$ cat src/rtl/board_disassembler.sv
// board_disassembler: receive-side decoder for the PC link protocol.
// Rebuilds 16-bit messages {flag[2:0], index[11:0], value} from a byte
// stream (low byte first). It decodes START_BOARD / AND / END_BOARD
// sequences into a row-major solution vector plus board dimensions m, n.
// Optional feature: define BOARD_DISASSEMBLER_INDEX_CHECK_EN to reject
// AND messages whose index field does not match the running cell count.
module board_disassembler #(
  parameter int MAX_ROWS = 11,
  parameter int MAX_COLS = 11
) (
  input  logic                         clk,
  input  logic                         rst,
  input  logic                         valid_in,
  input  logic [7:0]                   byte_in,
  output logic [MAX_ROWS*MAX_COLS-1:0] solution,
  output logic [$clog2(MAX_ROWS)-1:0]  m,
  output logic [$clog2(MAX_COLS)-1:0]  n,
  output logic                         valid_out,
  output logic                         error
);

  localparam int CELLS = MAX_ROWS * MAX_COLS;
  localparam int AW    = $clog2(CELLS);
  localparam int RW    = $clog2(MAX_ROWS);
  localparam int CW    = $clog2(MAX_COLS);

  localparam logic [2:0]  FLAG_START = 3'b111;
  localparam logic [2:0]  FLAG_AND   = 3'b101;
  localparam logic [11:0] ROWS_LIM   = 12'(MAX_ROWS);
  localparam logic [11:0] COLS_LIM   = 12'(MAX_COLS);
  localparam logic [AW-1:0] ROW_STRIDE = AW'(MAX_COLS);

  typedef enum logic [1:0] {IDLE, GET_N, ASSIGN, FULL} state_t;

  state_t        state;
  logic          phase;      // 0: expecting low byte, 1: expecting high byte
  logic [7:0]    lo_reg;
  logic [RW-1:0] row;
  logic [CW-1:0] col;
  logic [AW-1:0] row_base;   // row*MAX_COLS, kept incrementally
`ifdef BOARD_DISASSEMBLER_INDEX_CHECK_EN
  logic [AW-1:0] count;
`endif

  logic [15:0]   msg;
  logic [2:0]    flag;
  logic [11:0]   idx;
  logic          val;
  logic          m_ok;
  logic          n_ok;
  logic          idx_ok;
  logic          last_cell;
  logic          col_last;
  logic [AW-1:0] addr;

  // The high byte is decoded in the same cycle it arrives.
  assign msg       = {byte_in, lo_reg};
  assign flag      = msg[15:13];
  assign idx       = msg[12:1];
  assign val       = msg[0];
  assign m_ok      = (idx != 12'd0) && (idx <= ROWS_LIM);
  assign n_ok      = (idx != 12'd0) && (idx <= COLS_LIM);
  assign col_last  = (col == n - 1'b1);
  assign last_cell = col_last && (row == m - 1'b1);
  assign addr      = row_base + AW'(col);

`ifdef BOARD_DISASSEMBLER_INDEX_CHECK_EN
  assign idx_ok = (idx == 12'(count));
`else
  assign idx_ok = 1'b1;
`endif

  // Byte pairing, protocol FSM and board storage.
  always_ff @(posedge clk) begin
    if (rst) begin
      state     <= IDLE;
      phase     <= 1'b0;
      lo_reg    <= '0;
      row       <= '0;
      col       <= '0;
      row_base  <= '0;
`ifdef BOARD_DISASSEMBLER_INDEX_CHECK_EN
      count     <= '0;
`endif
      solution  <= '0;
      m         <= '0;
      n         <= '0;
      valid_out <= 1'b0;
      error     <= 1'b0;
    end else begin
      valid_out <= 1'b0;
      error     <= 1'b0;
      if (valid_in) begin
        if (!phase) begin
          lo_reg <= byte_in;
          phase  <= 1'b1;
        end else begin
          // Every high byte completes a message, so phase returns to low,
          // which also covers the reset-to-low-byte rule on errors.
          phase <= 1'b0;
          if (state == GET_N) begin
            if (flag == FLAG_START && n_ok) begin
              n     <= CW'(idx);
              state <= ASSIGN;
            end else begin
              error <= 1'b1;
              state <= IDLE;
            end
          end else if (flag == FLAG_START) begin
            // START outside GET_N always begins a new board (resync).
            if (m_ok) begin
              m        <= RW'(idx);
              solution <= '0;
              row      <= '0;
              col      <= '0;
              row_base <= '0;
`ifdef BOARD_DISASSEMBLER_INDEX_CHECK_EN
              count    <= '0;
`endif
              state    <= GET_N;
            end else begin
              error <= 1'b1;
              state <= IDLE;
            end
          end else if (state == ASSIGN && flag == FLAG_AND && idx_ok) begin
            solution[addr] <= val;
            if (col_last) begin
              col      <= '0;
              row      <= row + 1'b1;
              row_base <= row_base + ROW_STRIDE;
            end else begin
              col <= col + 1'b1;
            end
`ifdef BOARD_DISASSEMBLER_INDEX_CHECK_EN
            count <= count + 1'b1;
`endif
            if (last_cell) state <= FULL;
          end else if (state == FULL && flag == 3'b000) begin
            valid_out <= 1'b1;
            state     <= IDLE;
          end else begin
            error <= 1'b1;
            state <= IDLE;
          end
        end
      end
    end
  end

endmodule

$ cat config.mk
export PLATFORM = sky130hd
export DESIGN_NAME = board_disassembler
export DESIGN_NICKNAME = d
export VERILOG_FILES = /design/src/rtl/board_disassembler.sv
export SDC_FILE = /design/constraint.sdc
export NUM_CORES = 1
export LEC_CHECK = 0
export ABC_AREA = 1
export CORE_MARGIN = 2
export CORE_UTILIZATION = 47
export DETAILED_ROUTE_END_ITERATION = 12
export GPL_ROUTABILITY_DRIVEN = 0
export PLACE_DENSITY = 0.72
export SYNTH_ARGS = -nofsm -noshare
export SYNTH_HDL_FRONTEND = slang
export SYNTH_SLANG_ARGS = --single-unit
$ cat constraint.sdc
create_clock -name clk -period 4.3 [get_ports clk]
set_input_delay 0.645 -clock clk [delete_from_list [all_inputs] [get_ports clk]]
set_output_delay 0.645 -clock clk [all_outputs]
set_load 0.02 [all_outputs]
==> flow_summary.toml, run 1 <==
[synth]
synthCells = 1301
syn_area_um2 = 8380
yosysWarnings = 0
syn_nets = 1322
synthTopCellsByArea = "dfxtp_1, nor2_1, nand2_1"
synth-edff-count = 0
synth_area_leader_cell = "dfxtp_1"
synth_commonest_cells = "nor2_1, nand2_1, dfxtp_1"
yosysTopAreaCellShare_pct = 37.5
ys.flop_type = "dfxtp_1"
ys_seq_area_share_pct = 37.5
ys_types = 35
synth-async-reset-ratio_pct = 0
avgSynthCellArea_um2 = 6.44
ys_seq_elements = 157
synth.most_common_cell = "nor2_1"

[place]
io_buffers = 141
dpl.hpwl_um = 16200

[cells_and_area]
drive_gt1_share_pct = 5.97
largest_reg_flops = 121
antennaDiodeCount = 0
area_delta_synth_final_pct = 24.7
nNetsFinal = 1417
fillers = 1635

[routing]
wl_um = 24800
routedWlPerCell_um = 15.2
route.detailed.drc = 0
firstDrtPassIters = 5
wl_met1_um = 11100
antenna_left = 0
drt_iter0_drc = 699
wl_met2_um = 11600
vias = 8692
highest_layer = "met4"
via_per_inst = 5.32
dr_wl_met3_um = 1690

[sta]
fmax_ghz = 0.330
fin_tns_setup_ns = 0
slew_headroom_pct = 46.5
fin_hold_ws_ns = 0.458
fin_crit_sh_pct = 70.4
worst_pin_slew_ns = 0.802
fin_crit_ns = 3.03
setup_viol = 0
fin_worst_skew_ns = 0.00904
final_max_slew_viol_count = 0
hold_violations = 0
rsz0062_at_grt = "false"

[worst_setup_path]
critPathKind = "flip-flop to flip-flop"
cp-end-kind = "flip-flop"
crit_chain = "ha_1 > fa_1 > nand3_1 > nand3_1 > nand2_1 > nand2_1 > nor2_1 > nand2_1 > inv_1 > nand4_1 > nand2_1 > nor2_1"
required_ns = 4.63
worstPathMaxFanout = 12
crit_family = "simple AND/OR/NAND/NOR gates"
start_kind = "flip-flop"
cpPeakStageDelay_ns = 0.45
critPathBufInv = 1
rrSetupSlack_ns = 1.27
cp_common_cell = "nand2_1"
crit_arrival_ns = 3.36
crit_path_top_delay_cell = "nor2_1"

[floorplan]
die-area_um2 = 18900
ios = 142
rows = 48
fp.dieW_um = 138
core_um2 = 17400
die_h_um = 138
initial_utilization_pct = 48.3

[grt]
grt_pass1_wl_um = 39100
antenna_found_initial = 0
grt_pass1_vias = 7671
grt_max_degree = 120
grtUsageTotal_pct = 26.2
grt-ovfl-total = 0

[flow_run]
maxCapViolations = 0

[cts]
ctsHtreeMaxLevel = 4
ctsHoldBuffers = 0
cts.sinks = 157
clock_path_buffers = 2
clk_latency_ns = 0.43
cts.reportedPaths.clkPinSlew_ns = 0.06
numCtsBuffers = 17
cts_tree = "built"
post-cts-setup-buffers = 0
cts-root-buf = "clkbuf_16"
cts_resized = 0

[min_path]
hold_class = "flip-flop to flip-flop"

[power_and_ir_drop]
p_leak_nw = 3.91
peakVddDrop_mv = 0.308
power-per-cell-area_nw_per_um2 = 308

[run_status]
outcome = "finished, final reports clean"
cells in the final DEF (no fill, tap or decap), types with 6 or more instances in the layout:
cell / count
ha_1: 9
o21ai_0: 28
nor3_1: 44
nand2_1: 250
nand3_1: 118
clkdlybuf4s50_1: 141
nor2_1: 272
a21oi_1: 141
buf_4: 11
inv_2: 12
nand4_1: 45
clkbuf_16: 17
nand2_2: 6
inv_1: 96
xnor2_1: 8
clkinv_2: 7
nor2_4: 9
dfxtp_1: 157
power breakdown:
group,switching (mW),leakage (nW),internal [mW]
combinational,0.108,2.33,0.0392
sequential,0.00711,1.27,1.46
clock,0.608,0.313,0.995
final timing paths:
| path | startpoint | to | cells past startpoint |
|---|---|---|---|
| hold / removal | solution[39] | solution[39] | 2 |
| setup / recovery | col[0] | solution[7] | 12 |
| setup reg to reg | col[0] | solution[7] | 12 |
| hold reg to reg | solution[39] | solution[39] | 2 |
metrics by stage:
stage | util [%] | cell area [um^2] | instances | worst slack (ns) | total power, mW
floorplan | - | 8380 | 1301 | 1.95 | 1.61
global placement | 56.6 | 9830 | 1602 | 0.922 | 1.65
detailed placement | 56.6 | 9830 | 1602 | 0.908 | 1.65
CTS | 60.2 | 10500 | 1633 | 1.32 | 3.23
global route | 60.2 | 10500 | 1633 | 1.02 | 3.32
finish | 60.2 | 10500 | 1633 | 1.27 | 3.22
cell type report:
cell class | count | area [um^2] | share of cell area [%]
Clock inverter | 12 | 168 | 1.60
Tap cell | 225 | 282 | 2.69
Multi-Input combinational cell | 956 | 4460 | 42.6
Timing Repair Buffer | 154 | 1530 | 14.7
Clock buffer | 19 | 453 | 4.33
Sequential cell | 157 | 3140 | 30.1
Inverter | 110 | 417 | 3.99
worst min-delay path, delay by kind of cell (launching register included):
kind            cells  cell delay [ns]
compound gates      1             0.05
simple gates        1             0.06
flops               1             0.31
cells by family after synthesis:
logic type | count (synthesis) | share of synthesized area (%)
AOI/OAI and AO/OA | 174 | 10.5
xor gates and xnor gates | 13 | 1.45
adders and majority gates | 10 | 1.58
buffers and inverters | 188 | 9.41
DFF | 157 | 37.5
muxes | 1 | 0.119
and+or+nand+nor | 758 | 39.5
routing by layer:
layer | track usage (%) | vias to the layer above
met3 | 5.52 | 40
li1 | - | 4407
met2 | 41.5 | 329
met1 | 35.9 | 3916
met4 | 7.79 | 0
met5 | 0 | -
(Power assumes the default switching activity.)
==> inputs of run 2 (changes only) <==
Settings changed: PLACE_DENSITY 0.72 to 0.75.
Clock period 4.3 ns to 2.76 ns, I/O delays scaled along.
==> flow_summary.toml, run 2 (same netlist as run 1, synthesis figures left out) <==
[cells_and_area]
nNetsFinal = 1442
final_common_cell = "nor2_1"
drive_gt1_share_pct = 7.88
layout_common_cells = "nor2_1, nand2_1, dfxtp_1, a21oi_1, clkdlybuf4s50_1"
area_delta_synth_final_pct = 27.7
antennaDiodeCount = 0
largest_reg_flops = 121
final_core_util_pct = 61.6
fillers = 1667

[sta]
final_max_slew_viol_count = 0
worst_pin_slew_ns = 0.890
fin_hold_ws_ns = 0.455
fin_tns_setup_ns = 0
fin_worst_skew_ns = 0.00906
fin_crit_sh_pct = 93.1
setup_viol = 0
hold_violations = 0
fin_crit_ns = 2.57
slew_headroom_pct = 40.6
finalWorstSetupSlack_ns = 0.190
rsz0062_at_grt = "true"
fmax_ghz = 0.389

[routing]
routedWlPerCell_um = 15.0
firstDrtPassIters = 7
via_per_inst = 5.44
antenna_left = 0
vias = 9017
drt_iter0_drc = 900
wl_um = 24900
route.detailed.drc = 0

[worst_setup_path]
crit_end = "solution[9]"
crit_arrival_ns = 2.91
start_kind = "flip-flop"
required_ns = 3.10
critPathKind = "flip-flop to flip-flop"
cp-end-kind = "flip-flop"
reg2reg_to = "solution[9]"
reg2regPathDepth = 12
critPathLaunch = "col[0]"
rrSetupSlack_ns = 0.19
worstPathMaxFanout = 12
reg2reg_from = "col[0]"

[cts]
clock_path_buffers = 2
cts_tree = "built"
cts-root-buf = "clkbuf_16"
ctsHoldBuffers = 0
numCtsBuffers = 17
cts.sinks = 157
clk_latency_ns = 0.44
cts.reportedPaths.clkPinSlew_ns = 0.06
ctsHtreeMaxLevel = 4
post-cts-setup-buffers = 0

[grt]
grt_max_degree = 80
grt_pass1_vias = 7948
grtUsageTotal_pct = 26.6
grt-ovfl-total = 0
antenna_found_initial = 0
grt_pass1_wl_um = 39600

[min_path]
hold_class = "flip-flop to flip-flop"

[power_and_ir_drop]
finalPower_mw = 4.84
peakVddDrop_mv = 0.459
power-per-cell-area_nw_per_um2 = 453
p_leak_nw = 4.02

[floorplan]
initial_utilization_pct = 48.3
die_h_um = 138
rows = 48
core_um2 = 17400
ios = 142
die-area_um2 = 18900
fp.dieW_um = 138

[flow_run]
maxCapViolations = 0

[place]
dpl.hpwl_um = 16600
pre_cts_slack_ns = 0.156
io_buffers = 141

[run_status]
outcome = "finished, final reports clean"
run 2: changes by cell type in the layout (fill, tap and decap cells not counted), sizes merged:
cell      before  now
buf           13   38
bufinv         4    1
clkinvlp       0    3
clkinv         8    6
inv          110  112
clkbuf        19   20
run 2: repair_timing:
action,in CTS,in global routing
setup endpoints to repair,0,13
hold endpoints to repair,0,0
gates resized for setup,0,4
run 2: power by group:
part / total (mW) / internal [mW] / switching, mW
Combinational: 0.248 / 0.0777 / 0.170
Sequential: 2.29 / 2.28 / 0.0122
Clock: 2.30 / 1.29 / 1.01
Total: 4.84 / 3.65 / 1.19
run 2: routing by layer:
metal	global-route usage, %	part of all wire (%)	vias up
li1	-	-	4455
met1	35.3	43	4133
met2	41.7	45	373
met3	6.81	9.1	56
met4	9.97	2.7	0
met5	0	0	-
run 2: critical path, stage by stage, from the launching register on:
cell and delay [ns]:
dfxtp_1 0.32, ha_1 0.23, fa_1 0.43, nand3_1 0.12, nand3_1 0.15, nand3_1 0.12, nand2_2 0.16, nor2_4 0.20
nand2_1 0.28, inv_1 0.23, nand4_1 0.10, nand2_1 0.07, nor2_1 0.04
run 2: area by class of cell:
type | instances | area (um^2) | area share, %
multi-input cells | 956 | 4470 | 41.7
flip-flops and latches | 157 | 3140 | 29.4
repair buffers | 179 | 1820 | 17.0
clock buffers | 20 | 457 | 4.27
inverters | 110 | 417 | 3.90
well taps | 225 | 282 | 2.63
clock inverters | 12 | 111 | 1.04
run 2: worst min path at each step:
stage	start	end	slack (ns)	cells after the start
floorplan	phase	valid_out	0.46	2
global placement	solution[60]	solution[60]	0.45	2
detailed placement	solution[60]	solution[60]	0.45	2
CTS	solution[60]	solution[60]	0.46	2
global route	solution[60]	solution[60]	0.47	2
finish	solution[60]	solution[60]	0.46	2
run 2: per-stage QoR:
stage | cell area (um^2) | instances
after global placement | 10100 | 1627
after floorplan | 8380 | 1301
after detailed placement | 10100 | 1627
final | 10700 | 1659
after CTS | 10700 | 1659
after global routing | 10700 | 1659
